--- config.mk ---
export PLATFORM = sky130hd
export DESIGN_NAME = mul4_share_arbiter_flat
export DESIGN_NICKNAME = d
export VERILOG_FILES = /design/src/rtl/mul4_share_arbiter_pkg.sv /design/src/rtl/mul4_share_arbiter_if.sv /design/src/rtl/mul4_share_arbiter_mul.sv /design/src/rtl/mul4_share_arbiter.sv /design/src/flat_wrapper.sv
export SDC_FILE = /design/constraint.sdc
export NUM_CORES = 1
export LEC_CHECK = 0
export BUFFER_PORTS_ARGS = -buffer_cell sky130_fd_sc_hd__buf_4
export CAP_MARGIN = 20
export CORE_MARGIN = 2
export CORE_UTILIZATION = 50
export CTS_CLUSTER_DIAMETER = 80
export CTS_CLUSTER_SIZE = 16
export DETAILED_ROUTE_END_ITERATION = 7
export GPL_TIMING_DRIVEN = 0
export PLACE_DENSITY = 0.79
export SYNTH_ARGS = -nofsm -noshare
export SYNTH_HDL_FRONTEND = slang
export SYNTH_HIERARCHICAL = 1
export SYNTH_SLANG_ARGS = --single-unit
--- constraint.sdc ---
create_clock -name clk -period 14.6 [get_ports clk]
set_input_delay 0.73 -clock clk [delete_from_list [all_inputs] [get_ports clk]]
set_output_delay 0.73 -clock clk [all_outputs]
set_load 0.01 [all_outputs]
--- src/rtl/mul4_share_arbiter_pkg.sv ---
// Shared types and helpers for the shared 4x4 multiplier arbiter.
// Holds operand widths, slice helper and a reusable round-robin search.
package mul4_share_arbiter_pkg;

  localparam int MUL_W  = 4;
  localparam int PROD_W = 8;
  localparam int MAXREQ = 8;

  typedef logic [MUL_W-1:0] opnd_t;

  typedef struct packed {
    logic       found;
    logic [2:0] idx;
  } rr_pick_t;

  function automatic opnd_t opnd_slice(
    input logic [MUL_W*MAXREQ-1:0] vec,
    input int                      i
  );
    return vec[MUL_W*i +: MUL_W];
  endfunction

  // Rotate so ptr sits at bit 0, find lowest set bit, map back.
  function automatic rr_pick_t rr_find(
    input logic [MAXREQ-1:0] req,
    input logic [2:0]        ptr,
    input int                n
  );
    logic [MAXREQ-1:0] rot;
    rr_pick_t          r;
    int                idx;
    int                pos;
    rot = '0;
    r   = '0;
    pos = 0;
    for (int k = 0; k < MAXREQ; k++) begin
      idx = (int'(ptr) + k) % n;
      if (k < n) rot[k] = req[idx[2:0]];
    end
    for (int k = MAXREQ - 1; k >= 0; k--) begin
      if (rot[k]) pos = k;
    end
    r.found = |rot;
    r.idx   = 3'((int'(ptr) + pos) % n);
    return r;
  endfunction

endpackage

--- src/rtl/mul4_share_arbiter_if.sv ---
// Requester and response channel bundle for the shared multiplier.
// slave faces the arbiter, master faces requesters and consumer.
interface mul4_share_arbiter_if #(
  parameter int NREQ = 4,
  parameter int IDW  = 2
);
  import mul4_share_arbiter_pkg::*;

  logic [NREQ-1:0]       req_valid;
  logic [NREQ-1:0]       req_ready;
  logic [MUL_W*NREQ-1:0] req_a;
  logic [MUL_W*NREQ-1:0] req_b;
  logic                  rsp_valid;
  logic                  rsp_ready;
  logic [IDW-1:0]        rsp_id;
  logic [PROD_W-1:0]     rsp_product;
  logic [15:0]           grant_count;

  modport master (
    output req_valid, req_a, req_b, rsp_ready,
    input  req_ready, rsp_valid, rsp_id, rsp_product, grant_count
  );

  modport slave (
    input  req_valid, req_a, req_b, rsp_ready,
    output req_ready, rsp_valid, rsp_id, rsp_product, grant_count
  );

endinterface

--- src/rtl/mul4_share_arbiter_mul.sv ---
// Combinational 4x4 unsigned array multiplier.
// Each row ripples a full-adder chain over the shifted partial sum.
module mul4x4_array
  import mul4_share_arbiter_pkg::*;
(
  input  opnd_t             a,
  input  opnd_t             b,
  output logic [PROD_W-1:0] p
);

  always_comb begin
    logic [MUL_W-1:0] hi;
    logic [MUL_W-1:0] pp;
    logic [MUL_W-1:0] t;
    logic             c;
    p  = '0;
    pp = a & {MUL_W{b[0]}};
    p[0] = pp[0];
    hi = {1'b0, pp[MUL_W-1:1]};
    for (int i = 1; i < MUL_W; i++) begin
      pp = a & {MUL_W{b[i]}};
      c  = 1'b0;
      t  = '0;
      for (int j = 0; j < MUL_W; j++) begin
        t[j] = pp[j] ^ hi[j] ^ c;
        c    = (pp[j] & hi[j]) | (c & (pp[j] ^ hi[j]));
      end
      p[i] = t[0];
      hi   = {c, t[MUL_W-1:1]};
    end
    p[PROD_W-1:MUL_W] = hi;
  end

endmodule

--- src/rtl/mul4_share_arbiter.sv ---
// Round-robin arbiter sharing one 4x4 multiplier among NREQ requesters.
// One output register holds the result; it refills while draining.
module mul4_share_arbiter
  import mul4_share_arbiter_pkg::*;
#(
  parameter int NREQ = 4,
  parameter int IDW  = 2
) (
  input logic                clk,
  input logic                rst,
  mul4_share_arbiter_if.slave bus
);

  logic [2:0]               rr_ptr;
  logic [2:0]               ptr_nxt;
  logic [MAXREQ-1:0]        vld8;
  logic [MUL_W*MAXREQ-1:0]  a_all;
  logic [MUL_W*MAXREQ-1:0]  b_all;
  rr_pick_t                 pick;
  logic                     can_issue;
  logic                     accept;
  logic [NREQ-1:0]          grant;
  opnd_t                    mux_a;
  opnd_t                    mux_b;
  logic [PROD_W-1:0]        prod;
  logic                     rsp_valid_q;
  logic [IDW-1:0]           rsp_id_q;
  logic [PROD_W-1:0]        rsp_prod_q;
  logic [15:0]              gcnt;

  always_comb begin
    vld8  = '0;
    a_all = '0;
    b_all = '0;
    vld8[NREQ-1:0]        = bus.req_valid;
    a_all[MUL_W*NREQ-1:0] = bus.req_a;
    b_all[MUL_W*NREQ-1:0] = bus.req_b;
    can_issue = !rsp_valid_q || bus.rsp_ready;
    pick      = rr_find(vld8, rr_ptr, NREQ);
    accept    = pick.found && can_issue && !rst;
    grant = '0;
    mux_a = '0;
    mux_b = '0;
    // One-hot operand mux keeps a single multiplier instance.
    for (int i = 0; i < NREQ; i++) begin
      grant[i] = accept && (pick.idx == 3'(i));
      if (grant[i]) begin
        mux_a = mux_a | opnd_slice(a_all, i);
        mux_b = mux_b | opnd_slice(b_all, i);
      end
    end
    ptr_nxt = (int'(pick.idx) == NREQ - 1) ? 3'd0 : pick.idx + 3'd1;
  end

  mul4x4_array u_mul (
    .a (mux_a),
    .b (mux_b),
    .p (prod)
  );

  always_ff @(posedge clk or posedge rst) begin
    if (rst) begin
      rsp_valid_q <= 1'b0;
      rsp_id_q    <= '0;
      rsp_prod_q  <= '0;
      gcnt        <= '0;
      rr_ptr      <= '0;
    end else if (accept) begin
      rsp_valid_q <= 1'b1;
      rsp_id_q    <= IDW'(pick.idx);
      rsp_prod_q  <= prod;
      gcnt        <= gcnt + 16'd1;
      rr_ptr      <= ptr_nxt;
    end else if (bus.rsp_ready) begin
      rsp_valid_q <= 1'b0;
    end
  end

  assign bus.req_ready   = grant;
  assign bus.rsp_valid   = rsp_valid_q;
  assign bus.rsp_id      = rsp_id_q;
  assign bus.rsp_product = rsp_prod_q;
  assign bus.grant_count = gcnt;

endmodule

--- src/flat_wrapper.sv ---
// flat-port wrapper written by rule: the top's interface ports become plain ports
module mul4_share_arbiter_flat import mul4_share_arbiter_pkg::*;
#(
  parameter int NREQ = 4,
  parameter int IDW  = 2
)
  (clk, rst, bus_req_valid, bus_req_a, bus_req_b, bus_rsp_ready, bus_req_ready, bus_rsp_valid, bus_rsp_id, bus_rsp_product, bus_grant_count);
  mul4_share_arbiter_if #(.NREQ(NREQ), .IDW(IDW)) bus_i ();
  input logic clk;
  input logic rst;
  input wire logic [$bits(bus_i.req_valid)-1:0] bus_req_valid;
  input wire logic [$bits(bus_i.req_a)-1:0] bus_req_a;
  input wire logic [$bits(bus_i.req_b)-1:0] bus_req_b;
  input wire logic [$bits(bus_i.rsp_ready)-1:0] bus_rsp_ready;
  output wire logic [$bits(bus_i.req_ready)-1:0] bus_req_ready;
  output wire logic [$bits(bus_i.rsp_valid)-1:0] bus_rsp_valid;
  output wire logic [$bits(bus_i.rsp_id)-1:0] bus_rsp_id;
  output wire logic [$bits(bus_i.rsp_product)-1:0] bus_rsp_product;
  output wire logic [$bits(bus_i.grant_count)-1:0] bus_grant_count;
  assign bus_i.req_valid = bus_req_valid;
  assign bus_i.req_a = bus_req_a;
  assign bus_i.req_b = bus_req_b;
  assign bus_i.rsp_ready = bus_rsp_ready;
  assign bus_req_ready = bus_i.req_ready;
  assign bus_rsp_valid = bus_i.rsp_valid;
  assign bus_rsp_id = bus_i.rsp_id;
  assign bus_rsp_product = bus_i.rsp_product;
  assign bus_grant_count = bus_i.grant_count;
  mul4_share_arbiter #(.NREQ(NREQ), .IDW(IDW)) u_core (.clk(clk), .rst(rst), .bus(bus_i));
endmodule
## Yosys cells after proc, flatten, opt, wreduce, memory -nomap -nowiden

Index checks and enable logic that the tools add are counted.

- Register bits: 30
- Bits of input ports: 39
- Output and inout port bits: 31

- Add/subtract/negate cells: 6
- $lt $le $gt $ge: 4
- Equal/unequal tests: 4
- Mux-type cells: 23
- Bitwise operators: 62
- Reduce and logical (&&, ||, !) cells: 16

Operator list:

| operator | number |
|---|---|
| $mux W32 | 3 |
| $add A4 B32 Y32 | 1 |
| $mux W4 | 8 |
| $or A4 B4 Y4 | 6 |
| $and A1 B1 Y1 | 21 |
| $xor A1 B1 Y1 | 20 |
| $add A16 B1 Y16 const B | 1 |
| $and A4 B4 Y4 | 4 |
| $lt A3 B4 Y1 const B | 3 |
| $bmux W1 S3 | 3 |
| $or A1 B1 Y1 | 8 |
| $reduce_or A2 Y1 | 4 |
| $eq A3 B2 Y1 const B | 2 |
| $logic_and A1 B1 Y1 | 6 |
| $mux W1 | 6 |
| $add A2 B2 Y2 const B | 2 |
| $lt A2 B4 Y1 const B | 1 |
| $reduce_or A4 Y1 | 1 |
| $add A3 B1 Y3 const B | 1 |
| $and A1 B1 Y1 const A | 3 |
| $eq A3 B1 Y1 const B | 1 |
| $eq A3 B3 Y1 const B | 1 |
| $logic_not A3 Y1 | 1 |
| $mux W3 | 1 |
| other kinds (6) | 7 |

## Longest topological paths before layout

- Word-level depth: 37
- Gate-level depth with buffers: 29
- Mapped depth without buffers: 27

## Modules after synthesis

The synthesis kept the hierarchy.

By module, submodules not included:

| module | times used | cells an instance | area each (µm²) | seq. area each (µm²) |
|---|---|---|---|---|
| mul4_share_arbiter | 1 | 178 | 1707.9 | 725.7 |
| mul4x4_array | 1 | 40 | 337.8 | 0.0 |

## Worst setup path before layout

OpenSTA, ideal clock, no wires.

- Path kind: input to register
- Start: input port bus_req_valid[0]
- End: register u_core.rsp_prod_q[6], in the netlist u_core/bus.rsp_product[6]
- Data arrival time: 5.945 ns
- Setup slack: 8.538 ns
- Stages on the path: 27
- Cells stage by stage: buf_6 > nor2_1 > a2bb2oi_1 > o211ai_1 > o21a_1 > ha_1 > xor2_1 > xor2_1 > ha_1 > buf_1 > a22oi_1 > a21oi_1 > and2_1 > ha_1 > inv_1 > fa_1 > fa_1 > fa_1 > fa_1 > inv_1 > fa_1 > inv_1 > fa_1 > inv_1 > fa_1 > nand2_1 > nand2_1

RTL lines:

| item | line | text |
|---|---|---|
| start: declaration | flat_wrapper.sv:11 | `input wire logic [$bits(bus_i.req_valid)-1:0] bus_req_valid;` |
| end signal: assignment | mul4_share_arbiter.sv:71 | `rsp_prod_q <= prod;` |
| end: declaration | mul4_share_arbiter.sv:28 | `logic [PROD_W-1:0] rsp_prod_q;` |

==> out/metrics.csv <==
metric,value,unit
switchingPower,175,uW
p_int,242,uW
holdPathStages,1,
port_buffers,68,
drc_errors,0,
path_depth,27,
grt_pass1_vias,1805,
hold_viol_final,0,
tns,0,ns
fin_cells,345,
hold_path.class,flip-flop to flip-flop,
p_comb_share,54.7,%
post-route-min-period,6.38,ns
cp_max_fo,10,
place_ws,7.92,ns
crit_family,adder cells,
multi_input_area,1200,um2
htreeDepth,2,
path_buf_inv,6,
worst_slew_pin_slew,0.575,ns
insertion_delay,0.28,ns
grt.total_usage,21.7,%
power.total,417,uW
io_pins,70,
cpMostUsedCell,fa_1,
synth_top_cell_area_share,35.5,%
finalMaxSlewViolations,0,
chipHeight,68.0,um
overflow,0,
pwr-share-seq,28.2,%
yosysUniqueCellTypes,39,
avgViaCountPerCell,5.19,
synth_top_area_cell,dfrtp_1,
drive_gt1_share,30.2,%
drt-total-wl,4.57,mm
cts_resized,0,
arrival,6.55,ns
peakVddDrop,0.103,mV
synthesis.area,2050,um2
wire_per_inst,13.3,um
status,"finished, final reports clean",
grt_max_degree,30,
antenna_found_initial,0,
syn_nets,275,
finClkSkew,0.00547,ns
area_growth,34.3,%
drtIter0Drc,78,
power_density,152,nW/um2
yosysMostFrequentCell,nand2_1,
ys_ff_latch,29,
antenna_left,0,
cts_buffers,5,
initial_utilization,51.5,%
cts.sinks,29,
dp.cells,336,
maxCapViolations,0,
critPathKind,primary input to flip-flop,
core-area,3970,um2
startpoint_type,primary input,
cts_tree,built,
ys.flop_type,dfrtp_1,
max_freq,157,MHz
dieArea,4620,um2
vias,1790,
fin_ws,8.22,ns
gp_congestion,0.824,
crit_slowest_cell,fa_1,
slowest_delay,0.49,ns
fill_cells,343,
syn_area_per_cell,9.38,um2
ff_latch_area,726,um2
synth_edf_count,0,
r2r_cells,27,
slew_headroom,61.6,%
ys_seq_area_share,35.5,%
cts.path.max_buffers,2,
setup_viol,0,
hold_buffers,0,
synthCells,218,
async_reset_ff_share,100,%
synth.area.top_cells,"dfrtp_1 (35%), nand2_1 (9.0%), fa_1 (7.8%), xnor2_1 (6.4%), ha_1 (6.1%)",
cts_setup_buffers,0,
nets,351,
fp.dieW,68.0,um
rsz0062_at_grt,false,
grt_pass1_wl,7.69,mm
diodes,0,
reg2reg_setup_slack,8.35,ns
yosysWarnings,6,
dp_hpwl,3.61,mm
power_leakage,1.38,nW
fin_crit_sh,43.7,%
firstDrtPassIters,4,
synth_common_cells,"nand2_1 (49), dfrtp_1 (29), a22oi_1 (16)",
cp.required,14.77,ns
p_clk_share,17.1,%
clk_pin_slew,0.06,ns
switching_share,42.0,%
cts-root-buf,clkbuf_8,
num_rows,23,
end_kind,flip-flop,
-- state kept, by name, summed over array words and instances (netlist names) --
| name | cells |
|---|---|
| u_core/rr_ptr | 2 |
| u_core/bus.rsp_product | 8 |
| u_core/bus.rsp_valid | 1 |
| u_core/bus.grant_count | 16 |
| u_core/bus.rsp_id | 2 |
-- per-layer routing --
layer	global-route usage (%)	vias to the layer above	wire length (um)
li1	-	889	-
met3	4.77	3	287
met1	26.5	832	2000
met5	0	-	0
met4	4.25	0	23
met2	39.2	66	2260
-- cell usage in the layout, fill, tap and decap left out, types with 2 or more instances in the layout --
cell type  instances
buf_4             69
nand2_1           49
dfrtp_1           29
a22oi_1           16
xnor2_1           15
inv_1             14
and2_1            13
ha_1              10
a21oi_1            9
fa_1               8
clkbuf_8           7
nand3_1            6
and3_1             4
buf_1              4
buf_6              3
nor4_4             3
nor2b_1            3
nand4_1            3
xor2_1             3
and4_1             2
nor3_1             2
o21ai_0            2
nor2_1             2
-- final timing paths --
kind	startpoint	endpoint
setup / recovery	bus_req_valid[2]	u_core/bus.rsp_product[6]$_DFFE_PP0P_
hold / removal	u_core/bus.grant_count[15]$_DFFE_PP0P_	u_core/bus.grant_count[15]$_DFFE_PP0P_
setup reg to reg	u_core/rr_ptr[1]$_DFFE_PP0P_	u_core/bus.rsp_product[6]$_DFFE_PP0P_
hold reg to reg	u_core/bus.grant_count[15]$_DFFE_PP0P_	u_core/bus.grant_count[15]$_DFFE_PP0P_
max in group asynchronous	rst	u_core/bus.rsp_product[7]$_DFFE_PP0P_
min in group asynchronous	rst	u_core/bus.rsp_valid$_DFFE_PP0P_
-- through the flow --
step           hold WS [ns]  cell area [um2]  util [%]
2_1_floorplan         0.507             2050         -
3_3_place_gp          0.461             2620      65.9
3_5_place_dp          0.466             2620      65.9
4_1_cts               0.476             2720      68.5
5_1_grt               0.502             2750      69.2
6_report              0.473             2750      69.2
-- layout make-up --
type,count,share of cell area [%]
Multi-Input combinational cell,165,43.8
Clock inverter,1,0.182
Timing Repair Buffer,69,19.6
Inverter,14,1.91
Tap cell,50,2.28
Buffer,10,2.37
Clock buffer,7,3.51
Sequential cell,29,26.4
-- cells by family (layout without fill, tap and decap cells) --
| logic type | Yosys count | in the layout | synth area share, % |
|---|---|---|---|
| muxes | 1 | 1 | 0.550 |
| adders and majority gates | 18 | 18 | 13.9 |
| and+or+nand+nor | 92 | 92 | 24.2 |
| AOI/OAI and AO/OA | 36 | 36 | 12.4 |
| DFF | 29 | 29 | 35.5 |
| xor gates and xnor gates | 18 | 18 | 7.71 |
| buffers and inverters | 24 | 101 | 5.75 |
-- power groups by stage --
stage / Sequential, mW / Combinational [mW] / Clock [mW]
floorplan: 0.123 / 0.142 / 0
global placement: 0.118 / 0.221 / 0
detailed placement: 0.119 / 0.227 / 0
CTS: 0.118 / 0.228 / 0.0734
global route: 0.120 / 0.259 / 0.0766
finish: 0.118 / 0.228 / 0.0714
(Power assumes the default switching activity.)
